$ cat src/rtl/clk_div_pkg.sv
// Shared constants and helpers for the multi-channel clock divider.
// The optional duty-threshold feature is enabled with CLKDIV_DUTY_EN.
package clk_div_pkg;

  localparam int DEF_W         = 29;
  localparam int DEF_DIV_RESET = 50000000;
  localparam int HALT_DIV      = 0;

  // Channel-select width, never narrower than one bit even for a single channel.
  function automatic int chWidth(input int n);
    return (n > 1) ? $clog2(n) : 1;
  endfunction

endpackage

$ cat src/rtl/clk_div_chan.sv
// One divider channel: active/shadow divisor, pending flag, period counter and
// registered q/tick outputs. CLKDIV_DUTY_EN adds a programmable high threshold.
module clk_div_chan
  import clk_div_pkg::*;
#(
  parameter int W       = DEF_W,
  parameter int DEF_DIV = DEF_DIV_RESET
) (
  input  logic         clk_i,
  input  logic         reset_i,
  input  logic         en_i,
  input  logic         ldDiv_i,
`ifdef CLKDIV_DUTY_EN
  input  logic         ldThr_i,
`endif
  input  logic [W-1:0] data_i,
  output logic         q_o,
  output logic         tick_o
);

  localparam logic [W-1:0] RESET_DIV = W'(DEF_DIV);
  localparam logic [W-1:0] HALT      = W'(HALT_DIV);

  logic [W-1:0] cnt_q, cnt_d;
  logic [W-1:0] div_q, div_d;
  logic [W-1:0] shadow_q, shadow_d;
  logic         pend_q, pend_d;
  logic         q_q, q_d;
  logic         tick_q, tick_d;
  logic         transfer;
  logic         running;
  logic [W-1:0] thrEff;
`ifdef CLKDIV_DUTY_EN
  localparam logic [W-1:0] RESET_THR = W'(DEF_DIV >> 1);
  logic [W-1:0] thr_q, thr_d;
  logic [W-1:0] thrShadow_q, thrShadow_d;
`endif

  // Outputs are computed from the next count and next divisor so they line up
  // with the counter value that becomes visible after the edge.
  always_comb begin
    cnt_d    = cnt_q;
    div_d    = div_q;
    shadow_d = shadow_q;
    pend_d   = pend_q;
    transfer = 1'b0;
`ifdef CLKDIV_DUTY_EN
    thr_d       = thr_q;
    thrShadow_d = thrShadow_q;
`endif
    if (en_i && (div_q != HALT)) begin
      if (cnt_q == div_q - W'(1)) begin
        cnt_d    = '0;
        transfer = pend_q;
      end else begin
        cnt_d = cnt_q + W'(1);
      end
    end else begin
      // Halted or disabled: a pending value loads at once and restarts the period.
      cnt_d    = '0;
      transfer = pend_q;
    end
    if (transfer) begin
      div_d  = shadow_q;
      pend_d = 1'b0;
`ifdef CLKDIV_DUTY_EN
      thr_d = thrShadow_q;
`endif
    end
    if (ldDiv_i) begin
      shadow_d = data_i;
      pend_d   = 1'b1;
    end
`ifdef CLKDIV_DUTY_EN
    if (ldThr_i) begin
      thrShadow_d = data_i;
      pend_d      = 1'b1;
    end
    thrEff = thr_d;
`else
    thrEff = div_d >> 1;
`endif
    running = en_i && (div_d != HALT);
    q_d     = running && (cnt_d >= thrEff);
    tick_d  = running && (cnt_d == div_d - W'(1));
  end

  always_ff @(posedge clk_i or posedge reset_i) begin
    if (reset_i) begin
      cnt_q    <= '0;
      div_q    <= RESET_DIV;
      shadow_q <= RESET_DIV;
      pend_q   <= 1'b0;
      q_q      <= 1'b0;
      tick_q   <= 1'b0;
`ifdef CLKDIV_DUTY_EN
      thr_q       <= RESET_THR;
      thrShadow_q <= RESET_THR;
`endif
    end else begin
      cnt_q    <= cnt_d;
      div_q    <= div_d;
      shadow_q <= shadow_d;
      pend_q   <= pend_d;
      q_q      <= q_d;
      tick_q   <= tick_d;
`ifdef CLKDIV_DUTY_EN
      thr_q       <= thr_d;
      thrShadow_q <= thrShadow_d;
`endif
    end
  end

  assign q_o    = q_q;
  assign tick_o = tick_q;

endmodule

$ cat src/rtl/clk_div_multi.sv
// Multi-channel programmable clock divider top: decodes register writes into
// per-channel load strobes. CLKDIV_DUTY_EN adds wr_sel for threshold writes.
module clk_div_multi
  import clk_div_pkg::*;
#(
  parameter int NCH     = 4,
  parameter int W       = DEF_W,
  parameter int DEF_DIV = DEF_DIV_RESET
) (
  input  logic                      clk,
  input  logic                      reset,
  input  logic [NCH-1:0]            en,
  input  logic                      wr_en,
  input  logic [chWidth(NCH)-1:0]   wr_ch,
  input  logic [W-1:0]              wr_data,
`ifdef CLKDIV_DUTY_EN
  input  logic                      wr_sel,
`endif
  output logic [NCH-1:0]            q,
  output logic [NCH-1:0]            tick
);

  logic [NCH-1:0] ldDiv;
`ifdef CLKDIV_DUTY_EN
  logic [NCH-1:0] ldThr;
`endif

  // Writes to channel numbers beyond NCH match no strobe and are dropped.
  always_comb begin
    ldDiv = '0;
`ifdef CLKDIV_DUTY_EN
    ldThr = '0;
`endif
    for (int i = 0; i < NCH; i++) begin
      if (wr_en && (int'(wr_ch) == i)) begin
`ifdef CLKDIV_DUTY_EN
        if (wr_sel) ldThr[i] = 1'b1;
        else        ldDiv[i] = 1'b1;
`else
        ldDiv[i] = 1'b1;
`endif
      end
    end
  end

  for (genvar i = 0; i < NCH; i++) begin : gChan
    clk_div_chan #(
      .W      (W),
      .DEF_DIV(DEF_DIV)
    ) uChan (
      .clk_i  (clk),
      .reset_i(reset),
      .en_i   (en[i]),
      .ldDiv_i(ldDiv[i]),
`ifdef CLKDIV_DUTY_EN
      .ldThr_i(ldThr[i]),
`endif
      .data_i (wr_data),
      .q_o    (q[i]),
      .tick_o (tick[i])
    );
  end

endmodule

$ cat config.mk
export PLATFORM = sky130hd
export DESIGN_NAME = clk_div_multi
export DESIGN_NICKNAME = d
export VERILOG_FILES = /design/src/rtl/clk_div_pkg.sv /design/src/rtl/clk_div_chan.sv /design/src/rtl/clk_div_multi.sv
export SDC_FILE = /design/constraint.sdc
export NUM_CORES = 1
export LEC_CHECK = 0
export BUFFER_PORTS_ARGS = -buffer_cell sky130_fd_sc_hd__buf_2
export CAP_MARGIN = 0
export CORE_MARGIN = 1
export CORE_UTILIZATION = 28
export DETAILED_ROUTE_END_ITERATION = 6
export PLACE_DENSITY = 0.5
export SLEW_MARGIN = 0
export SYNTH_ARGS = -nofsm -noshare
export SYNTH_HDL_FRONTEND = slang
export SYNTH_HIERARCHICAL = 1
export SYNTH_SLANG_ARGS = --single-unit
$ cat constraint.sdc
create_clock -name clk -period 8.9 [get_ports clk]
set_clock_uncertainty 0.15 [all_clocks]
set_input_delay 1.78 -clock clk [delete_from_list [all_inputs] [get_ports clk]]
set_output_delay 1.78 -clock clk [all_outputs]
set_load 0.1 [all_outputs]
### After elaboration in Yosys (flattened, before gate mapping)

Index checks and enable logic that the tools add are counted.

| word-level totals | value |
|---|---|
| bits in registers | 360 |
| input port bits | 38 |
| output and inout port bits | 8 |
| logic and storage cells | 116 |

| operators by class | value |
|---|---|
| add/subtract/negate cells | 12 |
| magnitude comparators | 4 |
| equality and inequality tests | 11 |
| muxes and demuxes | 32 |
| reduce and logical (&&, ||, !) cells | 33 |

Operator list:

| operator | number |
|---|---|
| two-way mux 29 bit | 12 |
| equality test 29 bit | 8 |
| nonzero test 29 bit | 8 |
| subtractor 29 x 1 -> 29 bit, second input constant | 8 |
| adder 29 x 1 -> 29 bit, second input constant | 4 |
| >= comparator 29 x 28 -> 1 bit | 4 |
| logical AND 1 bit | 20 |
| two-way mux 1 bit | 20 |
| nonzero test 2 bit | 4 |
| equality test 2 bit, second input constant | 2 |
| equality test 2 x 1 -> 1 bit, second input constant | 1 |
| logical NOT 2 bit | 1 |

### Logic depth before layout (Yosys ltp)

| depth | value |
|---|---|
| word-level depth | 8 |
| gate-level depth with buffers | 31 |
| mapped depth without buffers | 26 |

### Cells and area by module

Netlist, hierarchy kept.

By module, submodules not included:

| module | times used | cells an instance | area each (um^2) | sequential area each (um^2) |
|---|---|---|---|---|
| clk_div_chan (gChan[1].uChan) | 1 | 846 | 7422.1 | 2282.2 |
| clk_div_chan (gChan[3].uChan) | 1 | 825 | 7244.4 | 2282.2 |
| clk_div_chan (gChan[0].uChan) | 1 | 756 | 6982.9 | 2282.2 |
| clk_div_chan (gChan[2].uChan) | 1 | 733 | 6777.8 | 2282.2 |
| clk_div_multi | 1 | 4 | 37.5 | 0.0 |

### Worst setup path before layout

No wires, ideal clock.

| timing path | value |
|---|---|
| path type | register to register |
| start point | register gChan[1].uChan.div_q[0] |
| end point | register gChan[1].uChan.q_q |
| library setup time | 0.133 ns |
| arrival time | 5.594 ns |
| required time | 8.617 ns |
| slack | 3.024 ns |
| stages on the path, launching flop included | 31 |
| buffers on the path | 5 |
| clock period less this slack | 5.876 ns |
| path through | dfrtp_1 buf_2 inv_1 ha_1 nor4b_2 and2_1 and3_1 nand2_1 nor4b_1 o211ai_2 o21ai_4 buf_8 buf_2 buf_2 buf_1 and2_1 a21oi_1 ha_1 nor2b_1 o21a_1 o21a_1 o21a_1 o21ai_0 nand2b_1 a21oi_1 o21ai_0 a21oi_1 o21ai_0 and4_1 o221ai_1 a21boi_0 |

| on the way | value |
|---|---|
| cells in the longest elaborated chain, start to end | 8 |
| elaborated cells between the ends (all ways) | 13 |
| classes of those cells | add/sub (1); order compare (1); eq/ne (1); mux (5); reduce/logical (5) |

Ends and longest elaborated chain:

| element | RTL line | source |
|---|---|---|
| start: declaration | clk_div_chan.sv:25 | `logic [W-1:0] div_q, div_d;` |
| start signal: assignment | clk_div_chan.sv:102 | `div_q <= div_d;` |
| parallel branches: the longest is 7 deep, another holds subtractor 29 x 1 -> 29 bit | n/a |  |
| logical AND 1 bit (*) | clk_div_chan.sv:84 | `q_d = running && (cnt_d >= thrEff);` |
| named net gChan[1].uChan.q_d | clk_div_chan.sv:28 | `logic q_q, q_d;` |
| end signal: assignment | clk_div_chan.sv:105 | `q_q <= q_d;` |
| end: declaration | clk_div_chan.sv:28 |  |

Mark *: on every way through the listed nets, which the timed path passes.
A chain may end at the register's enable or synchronous reset.

### Worst setup path after layout

| timing path | value |
|---|---|
| start point | register gChan[0].uChan.div_q[0] |
| end point | register gChan[0].uChan.tick_q |

| on the way | value |
|---|---|
| cells in the longest elaborated chain, start to end | 8 |
| elaborated cells between the ends (all ways) | 14 |
| classes of those cells | add/sub (2); eq/ne (2); mux (5); reduce/logical (5) |

Ends and longest elaborated chain:

| element | RTL line | source |
|---|---|---|
| start: declaration | clk_div_chan.sv:25 |  |
| start signal: assignment | clk_div_chan.sv:102 |  |
| subtractor 29 x 1 -> 29 bit | clk_div_chan.sv:52 | `if (cnt_q == div_q - W'(1)) begin` |
| equality test 29 bit | clk_div_chan.sv:52 |  |
| two-way mux 1 bit | clk_div_chan.sv:52 |  |
| two-way mux 1 bit | clk_div_chan.sv:51 | `if (en_i && (div_q != HALT)) begin` |
| two-way mux 29 bit | clk_div_chan.sv:63 | `if (transfer) begin` |
| subtractor 29 x 1 -> 29 bit / nonzero test 29 bit (equally long branches) | clk_div_chan.sv:85, clk_div_chan.sv:83 |  |
| equality test 29 bit / logical AND 1 bit (equally long branches) | clk_div_chan.sv:85, clk_div_chan.sv:83 |  |
| logical AND 1 bit (*) | clk_div_chan.sv:85 | `tick_d = running && (cnt_d == div_d - W'(1));` |
| named net gChan[0].uChan.tick_d | clk_div_chan.sv:29 | `logic tick_q, tick_d;` |
| end signal: assignment | clk_div_chan.sv:106 | `tick_q <= tick_d;` |
| end: declaration | clk_div_chan.sv:29 |  |

Mark *: on every way through the listed nets, which the timed path passes. The rest lies on a longest branch.

==> metrics <==
status finished clean; Post-Syn Area per Cell 9.00 µm²; clock sink total 360; post-cts resize count 0; crit path kind reg -> reg; Post-synth ARST share 1.00; worst-path fanout max 29; H-tree Lvls 2; register area 0.00913 mm²; number of cell rows 116; Post-Route Utilization 0.311; synthesized area 0.0285 mm²; Peak VDD IR 0.142 mV; chip width 321 µm; main combinational cell family by area after synthesis simple AND/OR/NAND/NOR gates; number of enable flip-flop cells after synthesis 0; post-synthesis xor/xnor area fraction 0.117; pwr/cell area 235 mW/mm²; FMAX 0.143 GHz; CTS Hold Bufs 0; Residual DRC 0; Total Die Area 0.103 mm²; placed cell area 0.0297 mm²; clock slew at reported path FFs 60 ps; initial antenna violation count 5; largest net degree at the start of global routing 59; Layout area overhead 9.77%; Max-cap violations 0; post-synthesis instance total 3164; Hold Fails Final Rpt 0; Unique masters post-synth 111; commonest cells in the synthesized netlist nor2_1, dfrtp_1, xnor2_1; multi-input logic area 0.0178 mm²; post-synth top area share 0.232; Post-layout nets 3288; Routed WL 97.7 mm; simple-gate share of the synthesized area 0.232; GP Congestion 0.945; routed vias 24000; cell with the most instances after synthesis nor2_1; drt wl/cell 21.6 µm; clock latency on the worst-skew pair 620 ps; DRT iter0 DRCs 1846; initial core utilization 0.283; vias in the first global route 23200; largest area contributor in the netlist dfrtp_1; core area 0.100 mm²; port bufs 45; RSZ-0062 raised after global routing false; Post-synth top flop dfrtp_1; Root Buffer clkbuf_16; CP endpoint kind flip-flop; antenna cell count 0; Pre-antenna DRT Iters 6; Via density 5.31; adder and majority gate portion of the synthesized area 0.0563; dpl hpwl 75.8 mm; setup TNS 0 ps; setup violators final 0; sequential share of the synthesized area 0.321; layout cells sized above 1 0.147; first-pass GRT wire length 149 mm; hold-critical path depth 2; Net Count, Synth 3330; compound-cell area share of the yosys netlist 0.120; Hold Path Class reg -> reg; clock buffer depth 3; Post-CTS Setup Bufs 0; max-slew violations 0; Routed Antenna Nets 0; post-synthesis mux area share 0.0994; Worst slew margin 0.225; die height 321 µm; Worst Max-Slew Pin Slew 1150 ps; top post-synthesis cells by area dfrtp_1, dfstp_2, xnor2_1; Tmin final 6970 ps; filler instances 10700; Leakage Power 12.6 nW; GRT Residual Overflow 0; worst-case reg-to-reg path depth 20; Tcrit/Tclk final 0.783; CP startpoint kind flip-flop; Yosys warnings 6; Worst EP arrival 7320 ps; CTS Buf Count 43; Final Instance Area 0.0312 mm²; boundary pin count 46; synthesized flop and latch total 360; Total GRT Usage 0.188; required time of the critical path 9250 ps; CTS tree done
-- per-layer routing --
metal | up-vias | routed length [µm] | track usage
met5 | - | 12 | 0
met4 | 2 | 2790 | 0.0546
met3 | 131 | 4600 | 0.0222
met2 | 636 | 44300 | 0.300
met1 | 11900 | 46000 | 0.266
li1 | 11300 | - | -
-- cell usage in the layout (no fill, tap or decap), drive strengths merged, types with 115 or more instances in the layout --
master and n:
ha 128, mux2 135, nand2 197, xor2 159
nor2 301, mux2i 130, nor3 115, inv 191
xnor2 212, dfrtp 264
-- where the power goes --
group	leakage [nW]	switching [mW]	internal [mW]
logic	7.47	1.66	1.12
registers	4.42	0.651	2.03
clock network	0.737	0.795	1.10
-- sequential cells by signal, indices dropped and copies added, names as in the netlist --
| register | cells |
|---|---|
| gChan.uChan/q_o | 4 |
| gChan.uChan/tick_o | 4 |
| gChan.uChan/cnt_q | 116 |
| gChan.uChan/pend_q | 4 |
| gChan.uChan/shadow_q | 116 |
| gChan.uChan/div_q | 116 |
-- metrics by stage --
stage | std cells | hold slack, ps | power (mW) | setup WS (ps)
4_1_cts | 4514 | 371 | 7.38 | 2060
3_3_place_gp | 4434 | 350 | 5.45 | 2130
5_1_grt | 4514 | 412 | 7.80 | 1300
2_1_floorplan | 3164 | 311 | 4.55 | 3020
3_5_place_dp | 4434 | 358 | 5.43 | 2110
6_report | 4514 | 374 | 7.35 | 1930
-- critical path, stage by stage, from the launching register on --
cell and delay [ps]:
dfrtp_1 470, inv_1 90, ha_1 220, or3b_1 460, nor2_1 350, and4_1 250, o22ai_1 110, nor4_1 470
nand4bb_1 500, and2_4 500, a21boi_0 400, ha_1 280, nand2_1 140, nor2_1 340, nand2_1 90, o21ai_0 620
nor3b_1 380, or3_1 160, o2111ai_1 80, or4_1 570, nor4_2 260
-- kinds of logic after synthesis --
| logic type | after synthesis |
|---|---|
| buf+inv | 344 |
| flops | 360 |
| simple gates | 1212 |
| xor+xnor | 374 |
| mux | 265 |
| fa+ha+maj | 128 |
| compound gates | 481 |
-- layout make-up --
cell class | count | area share
clock buffer | 55 | 0.0391
multi-input combinational | 2460 | 0.570
clock inverter | 25 | 0.00893
sequential | 360 | 0.292
tap | 1357 | 0.0543
timing repair buffer | 69 | 0.0130
inverter | 188 | 0.0229
-- path summary, 6_finish.rpt --
path                                                  start                          end  slack (ps)
worst max-delay path                gChan[0].uChan/div_q[0]        gChan[0].uChan/tick_o        1930
worst min-delay path            gChan[3].uChan/shadow_q[13]  gChan[3].uChan/shadow_q[13]         370
worst max register to register      gChan[0].uChan/div_q[0]        gChan[0].uChan/tick_o        1930
worst min register to register  gChan[3].uChan/shadow_q[13]  gChan[3].uChan/shadow_q[13]         370
max in group asynchronous                             reset      gChan[3].uChan/cnt_q[2]        6270
min in group asynchronous                             reset   gChan[1].uChan/shadow_q[8]        1170
Power figures use the tool's default switching activity.
